[config.mk]
export PLATFORM = sky130hd
export DESIGN_NAME = scan_mux_flat
export DESIGN_NICKNAME = d
export VERILOG_FILES = /design/src/rtl/scan_mux_if.sv /design/src/rtl/scan_mux.sv /design/src/flat_wrapper.sv
export SDC_FILE = /design/constraint.sdc
export NUM_CORES = 1
export LEC_CHECK = 0
export BUFFER_PORTS_ARGS = -buffer_cell sky130_fd_sc_hd__buf_2
export CORE_UTILIZATION = 38
export CTS_BUF_LIST = sky130_fd_sc_hd__clkbuf_4 sky130_fd_sc_hd__clkbuf_8 sky130_fd_sc_hd__clkbuf_16
export DETAILED_ROUTE_END_ITERATION = 10
export GPL_ROUTABILITY_DRIVEN = 0
export HOLD_SLACK_MARGIN = 0.1
export PLACE_DENSITY = 0.8
export SKIP_CTS_REPAIR_TIMING = 1
export SLEW_MARGIN = 20
export SYNTH_ARGS = -nofsm -noshare
export SYNTH_HDL_FRONTEND = slang
export SYNTH_SLANG_ARGS = --single-unit
[constraint.sdc]
create_clock -name clk -period 2 [get_ports clk]
set_clock_uncertainty 0.15 [all_clocks]
set_input_delay 0.1 -clock clk [delete_from_list [all_inputs] [get_ports clk]]
set_output_delay 0.1 -clock clk [all_outputs]
set_load 0.01 [all_outputs]
[src/rtl/scan_mux_if.sv]
// Channel-bus interface for scan_mux: the packed channel inputs, select controls and registered outputs.
// data_par is present only when MUX_SCAN_PARITY_EN is defined.
interface scan_mux_if #(
  parameter int WIDTH    = 8,
  parameter int CHANNELS = 4,
  parameter int SEL_W    = 3
);
  logic [CHANNELS*WIDTH-1:0] data_in;
  logic [SEL_W-1:0]          sel;
  logic                      load_sel;
  logic                      scan_en;
  logic [WIDTH-1:0]          data_out;
  logic [SEL_W-1:0]          cur_sel;
  logic                      out_valid;
  logic                      sel_err;
`ifdef MUX_SCAN_PARITY_EN
  logic                      data_par;
`endif

  modport master (
    output data_in, sel, load_sel, scan_en,
    input  data_out, cur_sel, out_valid, sel_err
`ifdef MUX_SCAN_PARITY_EN
    , input data_par
`endif
  );

  modport slave (
    input  data_in, sel, load_sel, scan_en,
    output data_out, cur_sel, out_valid, sel_err
`ifdef MUX_SCAN_PARITY_EN
    , output data_par
`endif
  );
endinterface

[src/rtl/scan_mux.sv]
// scan_mux: registered N-channel output selector with software load and timed auto-scan rotation.
// Defining MUX_SCAN_PARITY_EN adds a registered even-parity bit (data_par) for data_out.
module scan_mux #(
  parameter int WIDTH    = 8,
  parameter int CHANNELS = 4,
  parameter int SEL_W    = 3,
  parameter int DWELL    = 4
) (
  input  logic      clk,
  input  logic      rst_n,
  scan_mux_if.slave bus
);
  localparam int               CNT_W    = (DWELL > 1) ? $clog2(DWELL) : 1;
  localparam logic [SEL_W:0]   CH_LIM   = (SEL_W+1)'(CHANNELS);
  localparam logic [SEL_W-1:0] SEL_LAST = SEL_W'(CHANNELS - 1);
  localparam logic [SEL_W-1:0] SEL_ONE  = SEL_W'(1);
  localparam logic [CNT_W-1:0] CNT_LAST = CNT_W'(DWELL - 1);
  localparam logic [CNT_W-1:0] CNT_ONE  = CNT_W'(1);

  typedef enum logic {ST_MANUAL = 1'b0, ST_SCAN = 1'b1} state_t;

  state_t           r_state;
  logic [CNT_W-1:0] r_cnt;
  logic [SEL_W-1:0] r_cur_sel;
  logic [WIDTH-1:0] r_data_out;
  logic             r_out_valid;
  logic             r_sel_err;

  logic             w_sel_ok;
  logic             w_load_ok;
  logic             w_load_bad;
  logic             w_mode_chg;
  logic             w_step;
  logic             w_adv;
  logic [SEL_W-1:0] w_next_sel;
  logic [CNT_W-1:0] w_next_cnt;
  logic [WIDTH-1:0] w_data;

  function automatic logic even_par(input logic [WIDTH-1:0] v);
    return ^v;
  endfunction

  // Next selection and dwell count; an invalid load holds cur_sel but the dwell timer keeps running.
  always_comb begin
    w_sel_ok   = ({1'b0, bus.sel} < CH_LIM);
    w_load_ok  = bus.load_sel & w_sel_ok;
    w_load_bad = bus.load_sel & ~w_sel_ok;
    w_mode_chg = ((r_state == ST_SCAN) != bus.scan_en);
    w_step     = (r_state == ST_SCAN) && !w_mode_chg && !w_load_ok;
    w_adv      = w_step && (r_cnt == CNT_LAST) && !w_load_bad;

    if (w_load_ok) begin
      w_next_sel = bus.sel;
    end else if (w_adv) begin
      w_next_sel = (r_cur_sel == SEL_LAST) ? {SEL_W{1'b0}} : (r_cur_sel + SEL_ONE);
    end else begin
      w_next_sel = r_cur_sel;
    end

    if (w_load_ok || w_mode_chg) begin
      w_next_cnt = {CNT_W{1'b0}};
    end else if (w_step) begin
      w_next_cnt = (r_cnt == CNT_LAST) ? {CNT_W{1'b0}} : (r_cnt + CNT_ONE);
    end else begin
      w_next_cnt = r_cnt;
    end
  end

  // Channel mux on the selection that becomes current at this edge.
  always_comb begin
    w_data = {WIDTH{1'b0}};
    for (int k = 0; k < CHANNELS; k++) begin
      if (w_next_sel == SEL_W'(k)) begin
        w_data = bus.data_in[k*WIDTH +: WIDTH];
      end else begin
        w_data = w_data;
      end
    end
  end

  // Mode FSM plus all registered outputs.
  always_ff @(posedge clk or negedge rst_n) begin
    if (!rst_n) begin
      r_state     <= ST_MANUAL;
      r_cnt       <= {CNT_W{1'b0}};
      r_cur_sel   <= {SEL_W{1'b0}};
      r_data_out  <= {WIDTH{1'b0}};
      r_out_valid <= 1'b0;
      r_sel_err   <= 1'b0;
    end else begin
      case (r_state)
        ST_MANUAL: r_state <= bus.scan_en ? ST_SCAN : ST_MANUAL;
        ST_SCAN:   r_state <= bus.scan_en ? ST_SCAN : ST_MANUAL;
        default:   r_state <= ST_MANUAL;
      endcase
      r_cnt       <= w_next_cnt;
      r_cur_sel   <= w_next_sel;
      r_data_out  <= w_data;
      r_out_valid <= w_load_ok | w_adv;
      if (w_load_ok) begin
        r_sel_err <= 1'b0;
      end else if (w_load_bad) begin
        r_sel_err <= 1'b1;
      end else begin
        r_sel_err <= r_sel_err;
      end
    end
  end

`ifdef MUX_SCAN_PARITY_EN
  logic r_data_par;

  // Parity of the value entering data_out, aligned with it.
  always_ff @(posedge clk or negedge rst_n) begin
    if (!rst_n) begin
      r_data_par <= 1'b0;
    end else begin
      r_data_par <= even_par(w_data);
    end
  end

  assign bus.data_par = r_data_par;
`endif

  assign bus.data_out  = r_data_out;
  assign bus.cur_sel   = r_cur_sel;
  assign bus.out_valid = r_out_valid;
  assign bus.sel_err   = r_sel_err;
endmodule
[src/flat_wrapper.sv]
// flat-port wrapper written by rule: the top's interface ports become plain ports
module scan_mux_flat 
#(
  parameter int WIDTH    = 8,
  parameter int CHANNELS = 4,
  parameter int SEL_W    = 3,
  parameter int DWELL    = 4
)
  (clk, rst_n, bus_data_in, bus_sel, bus_load_sel, bus_scan_en, bus_data_out, bus_cur_sel, bus_out_valid, bus_sel_err);
  scan_mux_if #(.WIDTH(WIDTH), .CHANNELS(CHANNELS), .SEL_W(SEL_W)) bus_i ();
  input  logic clk;
  input  logic rst_n;
  input wire logic [$bits(bus_i.data_in)-1:0] bus_data_in;
  input wire logic [$bits(bus_i.sel)-1:0] bus_sel;
  input wire logic [$bits(bus_i.load_sel)-1:0] bus_load_sel;
  input wire logic [$bits(bus_i.scan_en)-1:0] bus_scan_en;
  output wire logic [$bits(bus_i.data_out)-1:0] bus_data_out;
  output wire logic [$bits(bus_i.cur_sel)-1:0] bus_cur_sel;
  output wire logic [$bits(bus_i.out_valid)-1:0] bus_out_valid;
  output wire logic [$bits(bus_i.sel_err)-1:0] bus_sel_err;
  assign bus_i.data_in = bus_data_in;
  assign bus_i.sel = bus_sel;
  assign bus_i.load_sel = bus_load_sel;
  assign bus_i.scan_en = bus_scan_en;
  assign bus_data_out = bus_i.data_out;
  assign bus_cur_sel = bus_i.cur_sel;
  assign bus_out_valid = bus_i.out_valid;
  assign bus_sel_err = bus_i.sel_err;
  scan_mux #(.WIDTH(WIDTH), .CHANNELS(CHANNELS), .SEL_W(SEL_W), .DWELL(DWELL)) u_core (.clk(clk), .rst_n(rst_n), .bus(bus_i));
endmodule
== Word level (Yosys, flattened, before mapping) ==
Index checks and enable logic that the tools add are counted.

* $add $sub $neg: 2
* $mul: 0
* Divide/modulo/power cells: 0
* Magnitude comparators: 1
* Eq/ne operators: 6
* Shift-type cells: 0
* Mux-type cells: 13
* Bitwise logic cells: 4
* Reductions and logical operators: 11

{| class="wikitable"
|+ Operators by type and width
! cell !! number
|-
| $mux 8 || 4
|-
| $eq 3x2->1 const B || 3
|-
| $mux 3 || 3
|-
| $mux 2 || 3
|-
| $logic_and 1x1->1 || 4
|-
| $reduce_bool 2->1 || 2
|-
| $add 3x1->3 const B || 1
|-
| $eq 3x1->1 const B || 1
|-
| $logic_not 1->1 || 3
|-
| $logic_not 3->1 || 1
|-
| $lt 3x3->1 const B || 1
|-
| $mux 1 || 3
|-
| $add 2x1->2 const B || 1
|-
| $and 1x1->1 || 2
|-
| $eq 2x2->1 const B || 1
|-
| $logic_or 1x1->1 || 1
|-
| $ne 1x1->1 || 1
|-
| $not 1->1 || 1
|-
| $or 1x1->1 || 1
|}

* Register bits: 16
* Latch bits: 0
* Bits in writable memories: 0
* Memory bits (read-only): 0
* Bits of input ports: 39
* Output and inout bits: 13
* Logic and storage cells: 43
* Memories: 0

== Depth between registers and ports, before layout ==
* Word-level depth: 13
* Mapped depth: 7
* Gate-level depth less buffers: 6

== Worst setup path after synthesis ==
OpenSTA, ideal clock, no wires.

* Path type: register to register
* Start point: register u_core.r_cur_sel[0], in the netlist u_core.bus.cur_sel[0]
* End point: register u_core.r_data_out[6], in the netlist u_core.bus.data_out[6]
* Library setup time: 0.135 ns
* Arrival time: 1.712 ns
* Data required time: 1.715 ns
* Setup slack: 0.003 ns
* Stages on the path, launching flop included: 8
* Buffers on the path: 1
* Period minus slack after synthesis: 1.997 ns
* Path through: dfrtp_1 -> ha_1 -> and3_1 -> a211oi_2 -> a21oi_4 -> buf_8 -> mux2i_1 -> o22ai_2

* Word-level cells in the longest chain between the ends: 9
* Elaborated cells between the ends (all ways): 13
* Classes of those cells: add/sub: 1; eq/ne: 4; mux: 7; reduce/logical: 1

{| class="wikitable"
|+ RTL lines
! element !! RTL line !! text
|-
| from (decl) || scan_mux.sv:24 || <nowiki>logic [SEL_W-1:0] r_cur_sel;</nowiki>
|-
| from (signal assigned) || scan_mux.sv:86 || <nowiki>r_cur_sel <= {SEL_W{1'b0}};</nowiki>
|-
| from (signal assigned) || scan_mux.sv:97 || <nowiki>r_cur_sel <= w_next_sel;</nowiki>
|-
| $add 3x1->3 or $eq 3x2->1 (tied branches) || scan_mux.sv:55 || <nowiki>w_next_sel = (r_cur_sel == SEL_LAST) ? {SEL_W{1'b0}} : (r_cur_sel + SEL_ONE);</nowiki>
|-
| $mux 3 (*) || scan_mux.sv:55 ||
|-
| $mux 3 (*) || scan_mux.sv:54 || <nowiki>end else if (w_adv) begin</nowiki>
|-
| $mux 3 (*) || scan_mux.sv:52 || <nowiki>if (w_load_ok) begin</nowiki>
|-
| net u_core.w_next_sel[1] || scan_mux.sv:35 || <nowiki>logic [SEL_W-1:0] w_next_sel;</nowiki>
|-
| $logic_not 3->1 || scan_mux.sv:73 || <nowiki>if (w_next_sel == SEL_W'(k)) begin</nowiki>
|-
| $mux 8 (3 in a row) || scan_mux.sv:73 ||
|-
| $mux 8 (*) || scan_mux.sv:73 ||
|-
| net u_core.w_data[6] || scan_mux.sv:37 || <nowiki>logic [WIDTH-1:0] w_data;</nowiki>
|-
| to (signal assigned) || scan_mux.sv:87 || <nowiki>r_data_out <= {WIDTH{1'b0}};</nowiki>
|-
| to (signal assigned) || scan_mux.sv:98 || <nowiki>r_data_out <= w_data;</nowiki>
|-
| to (decl) || scan_mux.sv:25 || <nowiki>logic [WIDTH-1:0] r_data_out;</nowiki>
|}

The timed path passes the listed nets; every way through them passes the cells marked *.
A chain may end at the register's enable or synchronous reset.

== Final worst setup path ==
* Start point: register u_core.r_cnt[0]
* End point: register u_core.r_data_out[3], in the netlist u_core.bus.data_out[3]

* Word-level cells in the longest chain between the ends: 10
* Elaborated cells between the ends (all ways): 13
* Classes of those cells: eq/ne: 4; mux: 6; reduce/logical: 3

{| class="wikitable"
|+ RTL lines
! element !! RTL line !! text
|-
| from (decl) || scan_mux.sv:23 || <nowiki>logic [CNT_W-1:0] r_cnt;</nowiki>
|-
| from (signal assigned) || scan_mux.sv:85 || <nowiki>r_cnt <= {CNT_W{1'b0}};</nowiki>
|-
| from (signal assigned) || scan_mux.sv:96 || <nowiki>r_cnt <= w_next_cnt;</nowiki>
|-
| $eq 2x2->1 (*) || scan_mux.sv:50 || <nowiki>w_adv = w_step && (r_cnt == CNT_LAST) && !w_load_bad;</nowiki>
|-
| $logic_and 1x1->1 (*) (2 in a row) || scan_mux.sv:50 ||
|-
| $mux 3 (*) || scan_mux.sv:54 ||
|-
| $mux 3 (*) || scan_mux.sv:52 ||
|-
| $logic_not 3->1 || scan_mux.sv:73 ||
|-
| $mux 8 (3 in a row) || scan_mux.sv:73 ||
|-
| $mux 8 (*) || scan_mux.sv:73 ||
|-
| net u_core.w_data[3] || scan_mux.sv:37 ||
|}

Marks and branches as above.

==> impl_metrics.json <==
{
  "status": "finished, violations left",
  "violations": "negative setup slack",
  "drt_wl_total_um": 3660,
  "max_freq_ghz": 0.489,
  "setup_slack_ns": -0.0466,
  "ys_types": 25,
  "arrival_ns": 2.11,
  "ir_drop_uv": 492,
  "tns_ns": -0.102,
  "rows": 17,
  "clock_tree.root_cell": "clkbuf_4",
  "crit_path_end_kind": "flip-flop",
  "ant_nets": 0,
  "nFillCells": 134,
  "hold_class": "input pin to async pin",
  "setup_viol": 5,
  "ys_seq_elements": 16,
  "drt_first_pass_iters": 4,
  "finalCritPeriodShare_pct": 102,
  "slew_headroom_pct": 75.4,
  "worst_slew_pin_slew_ns": 0.368,
  "hold_viol": 0,
  "dieArea_sq_mm": 0.00258,
  "power_uw": 957,
  "core_sq_mm": 0.00223,
  "ios": 52,
  "grt_usage_pct": 18.8,
  "port_buffers": 51,
  "grt_max_degree": 18,
  "mostFrequentLayoutCells": "buf_2 (51), dlygate4sd3_1 (40), mux2i_1 (19)",
  "nets": 218,
  "place_inst": 158,
  "cts_tree": "built",
  "htree_levels": 1,
  "seq_area_frac_synth_pct": 44.3,
  "yosys_warnings": 0,
  "path_clk_slew_ns": 0.10,
  "min_period_ns": 2.05,
  "vias_per_cell": 5.50,
  "power-per-cell-area_mw_per_mm2": 574,
  "vias": 1117,
  "drc": 0,
  "overflow": 0,
  "max-cap-violations": 0,
  "antenna_cells": 0,
  "final_common_cell": "buf_2",
  "die_x_um": 50.8,
  "hpwl_um": 1690,
  "antenna_found_initial": 0,
  "start_kind": "flip-flop",
  "wl_per_cell_um": 18.0,
  "area_growth_syn_to_layout_pct": 84.5,
  "fin_util_pct": 74.7,
  "syn-cell-area_sq_um": 905,
  "initial_core_util_pct": 40.5,
  "first_global_vias": 861,
  "cts_buffers": 3,
  "crit_required_ns": 2.06,
  "clockBufferDepth": 2,
  "synthesis.nets": 118,
  "grt_first_pass_wirelength_um": 3510,
  "p_leak_uw": 0.000893,
  "drive_gt1_share_pct": 38.9,
  "clock_latency_ns": 0.30,
  "drtIter0Drc": 42,
  "die_y_um": 50.8,
  "drv_slew": 0,
  "crit_fanout": 8,
  "syn_inst": 76,
  "synth_area_per_cell_sq_um": 11.9,
  "cts.sinks": 16,
  "final_cell_count_no_fill": 203,
  "crit_type": "flip-flop to flip-flop"
}
final cells by class:
| type | instances | area, sq um | share of cell area [%] |
|---|---|---|---|
| well taps | 28 | 35.0 | 2.10 |
| clock buffers | 4 | 36.3 | 2.17 |
| multi-input cells | 58 | 488 | 29.2 |
| repair buffers | 96 | 706 | 42.3 |
| flip-flops and latches | 16 | 400 | 24.0 |
| inverters | 1 | 3.75 | 0.225 |
cells by family (layout without fill, tap and decap cells):
group	Yosys count	in the layout	synth area share, %
adder cells (fa/ha/maj)	3	3	4.15
flip-flops	16	16	44.3
AND/OR/NAND/NOR	18	18	10.9
AO/OA/AOI/OAI	17	17	16.3
buffers and inverters	2	101	2.07
multiplexers	20	20	22.3
metrics by stage:
| step | instance area [sq um] | setup WS, ns | hold slack [ns] |
|---|---|---|---|
| CTS | 1250 | -0.152 | -0.433 |
| global route | 1670 | -0.0895 | 0.134 |
| finish | 1670 | -0.0466 | 0.0815 |
| floorplan | 905 | 0.00271 | -0.346 |
| global placement | 1210 | 0.000140 | -0.121 |
| detailed placement | 1210 | -0.123 | -0.115 |
path summary, 6_finish.rpt:
| path | start | endpoint | slack [ns] | cells after the start |
|---|---|---|---|---|
| max | u_core.r_cnt[0] | u_core.bus.data_out[3] | -0.05 | 6 |
| min | rst_n | u_core.bus.cur_sel[0] | 0.08 | 2 |
| max reg2reg | u_core.r_cnt[0] | u_core.bus.data_out[3] | -0.05 | 6 |
| min reg2reg | u_core.bus.cur_sel[2] | u_core.bus.cur_sel[2] | 0.47 | 1 |
| max in group asynchronous | rst_n | u_core.r_cnt[1] | 1.35 | 2 |
| min in group clk | bus_scan_en | u_core.bus.out_valid | 0.23 | 4 |
flip-flops by register name, summed over array words and instances (netlist names):
| signal | cells |
|---|---|
| u_core.bus.cur_sel | 3 |
| u_core.r_cnt | 2 |
| u_core.bus.sel_err | 1 |
| u_core.r_state | 1 |
| u_core.bus.data_out | 8 |
| u_core.bus.out_valid | 1 |
routing by layer:
layer | vias to the layer above | GRT usage [%] | share of wire (%)
li1 | 485 | - | -
met1 | 523 | 19.5 | 40
met2 | 93 | 33.8 | 45
met3 | 16 | 4.85 | 11
met4 | 0 | 10.6 | 3.9
met5 | - | 0 | 0
worst max-delay path, cell delays in order, from the launching register on:
cell	delay, ns
dfrtp_1	0.40
ha_2	0.25
nand3b_4	0.12
or3_1	0.38
a21o_1	0.21
a31o_4	0.28
o22ai_1	0.17
cell usage after synthesis:
master	instances	share of area [%]
mux2i_1	19	21
a31o_4	1	1.9
or3_1	1	0.69
o22ai_2	1	1.4
a21o_1	1	0.83
nand2_1	7	2.9
nand3_1	1	0.55
ha_1	3	4.1
o211a_1	1	1.1
nand3b_4	1	2.2
nor2b_1	1	0.69
a21oi_4	1	1.8
a31oi_2	1	1.4
o22ai_1	7	4.8
nor2_1	3	1.2
o21ai_0	1	0.55
buf_8	1	1.7
nor3_1	2	1.1
and3_1	1	0.69
dfrtp_1	16	44
mux2_2	1	1.2
a21oi_1	2	1.1
inv_1	1	0.41
or2b_1	1	0.83
a211oi_2	1	1.4
power by group:
part           switching (uW)  internal (uW)
clock network             116            111
registers                17.1            360
logic                     164            189
(Power assumes the default switching activity.)
